[config.mk]
export PLATFORM = sky130hd
export DESIGN_NAME = capture_bank_buffer_flat
export DESIGN_NICKNAME = d
export VERILOG_FILES = /design/src/rtl/capture_bank_buffer_if.sv /design/src/rtl/capture_bank_buffer.sv /design/src/flat_wrapper.sv
export SDC_FILE = /design/constraint.sdc
export NUM_CORES = 1
export LEC_CHECK = 0
export BUFFER_PORTS_ARGS = -buffer_cell sky130_fd_sc_hd__buf_4
export CORE_UTILIZATION = 30
export DETAILED_ROUTE_END_ITERATION = 10
export GPL_TIMING_DRIVEN = 0
export PLACE_DENSITY = 0.46
export SLEW_MARGIN = 5
export SYNTH_ARGS = -nofsm -noshare
export SYNTH_HDL_FRONTEND = slang
export SYNTH_SLANG_ARGS = --single-unit
[constraint.sdc]
create_clock -name clock_i -period 5.3 [get_ports clock_i]
set_clock_uncertainty 0.2 [all_clocks]
set_input_delay 0.795 -clock clock_i [delete_from_list [all_inputs] [get_ports clock_i]]
set_output_delay 0.795 -clock clock_i [all_outputs]
set_load 0.005 [all_outputs]
[src/rtl/capture_bank_buffer_if.sv]
// capture_bank_buffer_if: bundle of the capture-stage inputs and the sample-stream outputs.
// Revision 1.0
`default_nettype none

interface capture_bank_buffer_if #(
    parameter int WIDTH = 24,
    parameter int SBITS = 8
);
    logic                   enable_i;
    logic                   clear_i;
    logic [WIDTH-1:0]       strobe_i;
    logic [WIDTH-1:0]       locked_i;
    logic [WIDTH-1:0]       invalid_i;
    logic [WIDTH-1:0]       signal_i;
    logic                   retry_o;
    logic                   valid_o;
    logic                   ready_i;
    logic [WIDTH+SBITS-1:0] data_o;
    logic [1:0]             state_o;
    logic                   overflow_o;
    logic                   fault_o;

    modport slave (
        input  enable_i, clear_i, strobe_i, locked_i, invalid_i, signal_i, ready_i,
        output retry_o, valid_o, data_o, state_o, overflow_o, fault_o
    );

    modport master (
        output enable_i, clear_i, strobe_i, locked_i, invalid_i, signal_i, ready_i,
        input  retry_o, valid_o, data_o, state_o, overflow_o, fault_o
    );
endinterface

`default_nettype wire

[src/rtl/capture_bank_buffer.sv]
// capture_bank_buffer: packs coincident antenna captures into sequence-tagged words and queues them in a FIFO.
// Revision 1.0
`default_nettype none

module capture_bank_buffer #(
    parameter int WIDTH = 24,
    parameter int ABITS = 3,
    parameter int SBITS = 8,
    parameter int DELAY = 3
) (
    input  wire logic              clock_i,
    input  wire logic              reset_i,
    capture_bank_buffer_if.slave   bus
);
    localparam int DEPTH = 2 ** ABITS;
    localparam int DW    = WIDTH + SBITS;

    localparam logic [1:0] ST_IDLE  = 2'd0;
    localparam logic [1:0] ST_WAIT  = 2'd1;
    localparam logic [1:0] ST_RUN   = 2'd2;
    localparam logic [1:0] ST_FAULT = 2'd3;

    localparam logic [ABITS:0] FULL_COUNT = (ABITS + 1)'(DEPTH);

    // Register delay is a simulation-only notion with no synthesizable meaning here.
    logic [31:0] unused_delay;
    assign unused_delay = 32'(DELAY);

    logic [1:0]       state_q,    state_d;
    logic [SBITS-1:0] seq_q,      seq_d;
    logic [ABITS:0]   count_q,    count_d;
    logic [ABITS-1:0] wr_ptr_q,   wr_ptr_d;
    logic [ABITS-1:0] rd_ptr_q,   rd_ptr_d;
    logic             overflow_q, overflow_d;
    logic             fault_q,    fault_d;
    logic             retry_q,    retry_d;
    logic [DW-1:0]    mem_q [DEPTH];

    logic strb, skew, lock_all, fault_cond;
    logic push_req, push_ok, pop, full, enter_fault;

    always_comb begin
        strb        = &bus.strobe_i;
        skew        = (|bus.strobe_i) && !strb;
        lock_all    = &bus.locked_i;
        fault_cond  = (|bus.invalid_i) || skew || !lock_all;
        full        = (count_q == FULL_COUNT);
        pop         = (count_q != '0) && bus.ready_i;
        enter_fault = (state_q == ST_RUN) && bus.enable_i && fault_cond;
        push_req    = (state_q == ST_RUN) && bus.enable_i && !fault_cond && strb && !bus.clear_i;
        push_ok     = push_req && (!full || pop);

        state_d = state_q;
        seq_d   = seq_q;
        case (state_q)
            ST_IDLE:  if (bus.enable_i) state_d = ST_WAIT;
            ST_WAIT: begin
                if (!bus.enable_i) begin
                    state_d = ST_IDLE;
                end else if (lock_all && strb) begin
                    // The locking strobe only aligns the bank; its sample is not kept.
                    state_d = ST_RUN;
                    seq_d   = '0;
                end
            end
            ST_RUN: begin
                if (!bus.enable_i) state_d = ST_IDLE;
                else if (fault_cond) state_d = ST_FAULT;
            end
            default:  if (bus.clear_i) state_d = bus.enable_i ? ST_WAIT : ST_IDLE;
        endcase

        // Dropped words still consume a sequence number so the gap is visible downstream.
        if (push_req) seq_d = seq_q + 1'b1;

        wr_ptr_d   = push_ok ? wr_ptr_q + 1'b1 : wr_ptr_q;
        rd_ptr_d   = pop ? rd_ptr_q + 1'b1 : rd_ptr_q;
        count_d    = count_q + (push_ok ? 1'b1 : 1'b0) - (pop ? 1'b1 : 1'b0);
        overflow_d = overflow_q || (push_req && full && !pop);
        fault_d    = fault_q;
        retry_d    = enter_fault;

        if (bus.clear_i) begin
            wr_ptr_d   = '0;
            rd_ptr_d   = '0;
            count_d    = '0;
            overflow_d = 1'b0;
            fault_d    = 1'b0;
        end
        if (enter_fault) fault_d = 1'b1;
    end

    always_ff @(posedge clock_i or posedge reset_i) begin
        if (reset_i) begin
            state_q    <= ST_IDLE;
            seq_q      <= '0;
            count_q    <= '0;
            wr_ptr_q   <= '0;
            rd_ptr_q   <= '0;
            overflow_q <= 1'b0;
            fault_q    <= 1'b0;
            retry_q    <= 1'b0;
        end else begin
            state_q    <= state_d;
            seq_q      <= seq_d;
            count_q    <= count_d;
            wr_ptr_q   <= wr_ptr_d;
            rd_ptr_q   <= rd_ptr_d;
            overflow_q <= overflow_d;
            fault_q    <= fault_d;
            retry_q    <= retry_d;
        end
    end

    always_ff @(posedge clock_i) begin
        if (push_ok) mem_q[wr_ptr_q] <= {seq_q, bus.signal_i};
    end

    assign bus.valid_o    = (count_q != '0);
    assign bus.data_o     = (count_q != '0) ? mem_q[rd_ptr_q] : '0;
    assign bus.state_o    = state_q;
    assign bus.overflow_o = overflow_q;
    assign bus.fault_o    = fault_q;
    assign bus.retry_o    = retry_q;

endmodule

`default_nettype wire

[src/flat_wrapper.sv]
// flat-port wrapper written by rule: the top's interface ports become plain ports
module capture_bank_buffer_flat 
#(
    parameter int WIDTH = 24,
    parameter int ABITS = 3,
    parameter int SBITS = 8,
    parameter int DELAY = 3
)
  (clock_i, reset_i, bus_enable_i, bus_clear_i, bus_strobe_i, bus_locked_i, bus_invalid_i, bus_signal_i, bus_ready_i, bus_retry_o, bus_valid_o, bus_data_o, bus_state_o, bus_overflow_o, bus_fault_o);
  capture_bank_buffer_if #(.WIDTH(WIDTH), .SBITS(SBITS)) bus_i ();
  input  wire logic clock_i;
  input  wire logic reset_i;
  input wire logic [$bits(bus_i.enable_i)-1:0] bus_enable_i;
  input wire logic [$bits(bus_i.clear_i)-1:0] bus_clear_i;
  input wire logic [$bits(bus_i.strobe_i)-1:0] bus_strobe_i;
  input wire logic [$bits(bus_i.locked_i)-1:0] bus_locked_i;
  input wire logic [$bits(bus_i.invalid_i)-1:0] bus_invalid_i;
  input wire logic [$bits(bus_i.signal_i)-1:0] bus_signal_i;
  input wire logic [$bits(bus_i.ready_i)-1:0] bus_ready_i;
  output wire logic [$bits(bus_i.retry_o)-1:0] bus_retry_o;
  output wire logic [$bits(bus_i.valid_o)-1:0] bus_valid_o;
  output wire logic [$bits(bus_i.data_o)-1:0] bus_data_o;
  output wire logic [$bits(bus_i.state_o)-1:0] bus_state_o;
  output wire logic [$bits(bus_i.overflow_o)-1:0] bus_overflow_o;
  output wire logic [$bits(bus_i.fault_o)-1:0] bus_fault_o;
  assign bus_i.enable_i = bus_enable_i;
  assign bus_i.clear_i = bus_clear_i;
  assign bus_i.strobe_i = bus_strobe_i;
  assign bus_i.locked_i = bus_locked_i;
  assign bus_i.invalid_i = bus_invalid_i;
  assign bus_i.signal_i = bus_signal_i;
  assign bus_i.ready_i = bus_ready_i;
  assign bus_retry_o = bus_i.retry_o;
  assign bus_valid_o = bus_i.valid_o;
  assign bus_data_o = bus_i.data_o;
  assign bus_state_o = bus_i.state_o;
  assign bus_overflow_o = bus_i.overflow_o;
  assign bus_fault_o = bus_i.fault_o;
  capture_bank_buffer #(.WIDTH(WIDTH), .ABITS(ABITS), .SBITS(SBITS), .DELAY(DELAY)) u_core (.clock_i(clock_i), .reset_i(reset_i), .bus(bus_i));
endmodule
==> key figures <==
Final layout
  – Share of layout cells above drive strength 1: 0.3886
  – Fin area: around 0.014 mm²
  – ANT cells: 0
  – Nets: roughly 900
  – Area growth, synth to finish: 27.47%
  – Filler cells: around 3,400

Die
  – Row count: 70
  – DIE WIDTH: just under 200 µm
  – Core Footprint: around 0.037 mm²
  – Die area: approximately 0.038 mm²
  – Num ports: ~140
  – Initial Util: 0.3054
  – Die height: just under 200 µm

Placed design
  – Input/output buffers: 138
  – GPL Wtd Cong: between 0.7 and 0.8
  – Placed Area: ~0.013 mm²
  – Dpl hpwl: ~18 mm

Clock tree
  – Root Buffer: clkbuf_16
  – Hold buffers post-CTS: 0
  – Clk_lat worst skew: between 500 and 600 ps
  – CTS Buf Count: 35
  – CTS H-tree lvls: 2
  – Clock tree sinks: between 200 and 300
  – Resized Gates After CTS: 0
  – Clk buf depth: 3
  – Reg clk slew, reported paths: approximately 60 ps
  – Post-CTS setup buffer count: 0
  – CTS tree: built

Power and ir drop
  – Switching share of power: 0.2562
  – Switching power total: 1524 µW
  – Leakage: just over 0.005 µW
  – Maximum vdd drop: approximately 200 µV
  – Flop pwr share: 0.408
  – Tot Pwr: between 5000 and 6000 µW
  – Pint: about 4400 µW
  – Clk pwr share: 0.381
  – Power per Cell Area: 416.4 mW/mm²
  – Logic pwr share: 0.210

Routing
  – DR iter-0 viols: roughly 370
  – DRT antenna net count: 0
  – Vias per cell: between 4 and 5
  – WL per Instance: approximately 21 µm
  – Via count: between 6,000 and 7,000
  – WL final: between 20 and 30 mm
  – DRC viols: 0
  – Initial DRT Pass Iterations: 6

Flow run
  – Number of max-cap violations: 0

Logic synthesis
  – Top cells by area, synth: edfxtp_1, mux4_2, dfrtp_1
  – Synthesis Warnings: 0
  – Post-synth top cells: edfxtp_1, mux4_2, nor2_1
  – Fraction of registers with async set/reset: 0.08244
  – Count leader, synth: edfxtp_1
  – Syn nets: 684
  – Number of synthesized flops with an enable pin: 256
  – Synth unique cells: between 40 and 50
  – Synthesized instance count: between 500 and 600
  – Sequential-to-total area share from yosys stat: 0.7372
  – Cell area after synthesis: between 0.01 and 0.015 mm²
  – Syn_area_per_cell: a little under 20 µm²
  – #FFs+latches synth: around 280
  – Area leader, netlist: edfxtp_1
  – Synth top area share: 0.6859
  – Primary FF master, synth: edfxtp_1

Outcome
  – Status: finished clean

GRT
  – Largest net degree at the start of global routing: 24
  – Number of global-route vias before repair: between 6,000 and 7,000
  – First-pass GRT wire length: 40.44 mm
  – Global-route usage over all layers: 0.1409
  – Initial antenna violation count: 0
  – GR Overflow Total: 0

Critical path
  – CP Max Fanout: 10
  – WP data required: between 4000 and 5000 ps
  – Setup slack, reg-to-reg: 1620 ps
  – CP Class: reg -> out
  – Crit. End Element: output port
  – Worst EP arrival: 3040 ps
  – Startpoint Class: register

STA
  – Pins Over Slew Limit: 0
  – Hold WS: around 300 ps
  – Rel. slew slack: 0.1941
  – Final setup fails: 0
  – RSZ-0062 raised after global routing: false
  – Final Critical Period: between 4000 and 5000 ps
  – Final Hold Fails: 0
  – Slew @ Worst Pin: 1206 ps
  – Fmax: 247.8 MHz
  – Tcrit/Tclk final: 0.7613

Min path
  – HP Class: in -> async
[cell type report]
class | count | area (µm²) | area share
Sequential cell | 279 | 8263 | 0.5783
Multi-Input combinational cell | 256 | 2825 | 0.1977
Timing Repair Buffer | 172 | 1343 | 0.09397
Clock buffer | 42 | 923.4 | 0.06463
Tap cell | 468 | 585.6 | 0.04098
Clock inverter | 21 | 190.2 | 0.01331
Buffer | 24 | 105.1 | 0.007356
Inverter | 14 | 52.55 | 0.003678
[cell usage in the layout, fill, tap and decap left out, types with 10 or more instances in the layout]
cell type / count
nand4_1: 13
nand2_1: 14
inv_1: 13
clkbuf_1: 17
nor2_1: 47
mux2i_1: 33
mux4_2: 64
clkbuf_16: 36
buf_4: 163
nor4_1: 10
edfxtp_1: 256
dfrtp_1: 23
[path summary, 6_finish.rpt]
check / cells after the start / from / to
worst max-delay path: 6 / u_core.count_q[2]$_DFF_PP0_ / bus_data_o[21]
worst min-delay path: 2 / reset_i / u_core.seq_q[2]$_DFFE_PP0P_
worst max register to register: 12 / u_core.count_q[2]$_DFF_PP0_ / u_core.count_q[2]$_DFF_PP0_
worst min register to register: 1 / u_core.bus.fault_o$_DFFE_PP0P_ / u_core.bus.fault_o$_DFFE_PP0P_
max in group asynchronous: 2 / reset_i / u_core.count_q[0]$_DFF_PP0_
min in group clock_i: 1 / u_core.bus.fault_o$_DFFE_PP0P_ / u_core.bus.fault_o$_DFFE_PP0P_
[flip-flops by register name (all words and copies together) (netlist names)]
name,flops
u_core.wr_ptr_q,3
u_core.bus.retry_o,1
u_core.bus.fault_o,1
u_core.mem_q,256
u_core.bus.state_o,2
u_core.seq_q,8
u_core.bus.overflow_o,1
u_core.count_q,4
u_core.rd_ptr_q,3
[logic make-up (layout without fill, tap and decap cells)]
kind of cell,count (synthesis),after routing,synth area share
flip-flops,279,279,0.7372
adder cells (fa/ha/maj),10,10,0.01183
XOR/XNOR,7,7,0.005470
buffers and inverters,38,273,0.01407
multiplexers,100,100,0.1614
AO/OA/AOI/OAI,18,18,0.01273
AND/OR/NAND/NOR,121,121,0.05727
[per-stage QoR]
stage	TNS (ps)	worst slack, ps	util	cells
finish	0	1265	0.3893	1276
detailed placement	0	879.1	0.3590	1213
floorplan	-99620	-778.4	-	573
global placement	-840800	-5231	0.3496	1179
global route	0	1048	0.3893	1276
CTS	0	1126	0.3893	1276
[critical path, cell delays in order (launching register included)]
cell	delay, ps
dfrtp_1	360
inv_1	100
ha_1	140
nor3b_1	950
clkbuf_1	590
nor2_1	210
buf_4	190
[per-layer routing]
metal | vias to the layer above | share of wire | global-route usage | wire length, µm
li1 | 2771 | - | - | -
met1 | 3166 | 0.44 | 0.1854 | 11610
met2 | 178 | 0.50 | 0.2417 | 13170
met3 | 33 | 0.044 | 0.02418 | 1165
met4 | 0 | 0.017 | 0.03412 | 453
met5 | - | 0 | 0 | 0
[power groups by stage]
stage / Sequential, µW / Combinational [µW] / Clock, µW
global placement: 2470 / 1270 / 0
finish: 2430 / 1250 / 2270
detailed placement: 2470 / 1290 / 0
floorplan: 2470 / 747 / 0
global route: 2430 / 1370 / 2420
CTS: 2430 / 1290 / 2320
(Power assumes the default switching activity.)
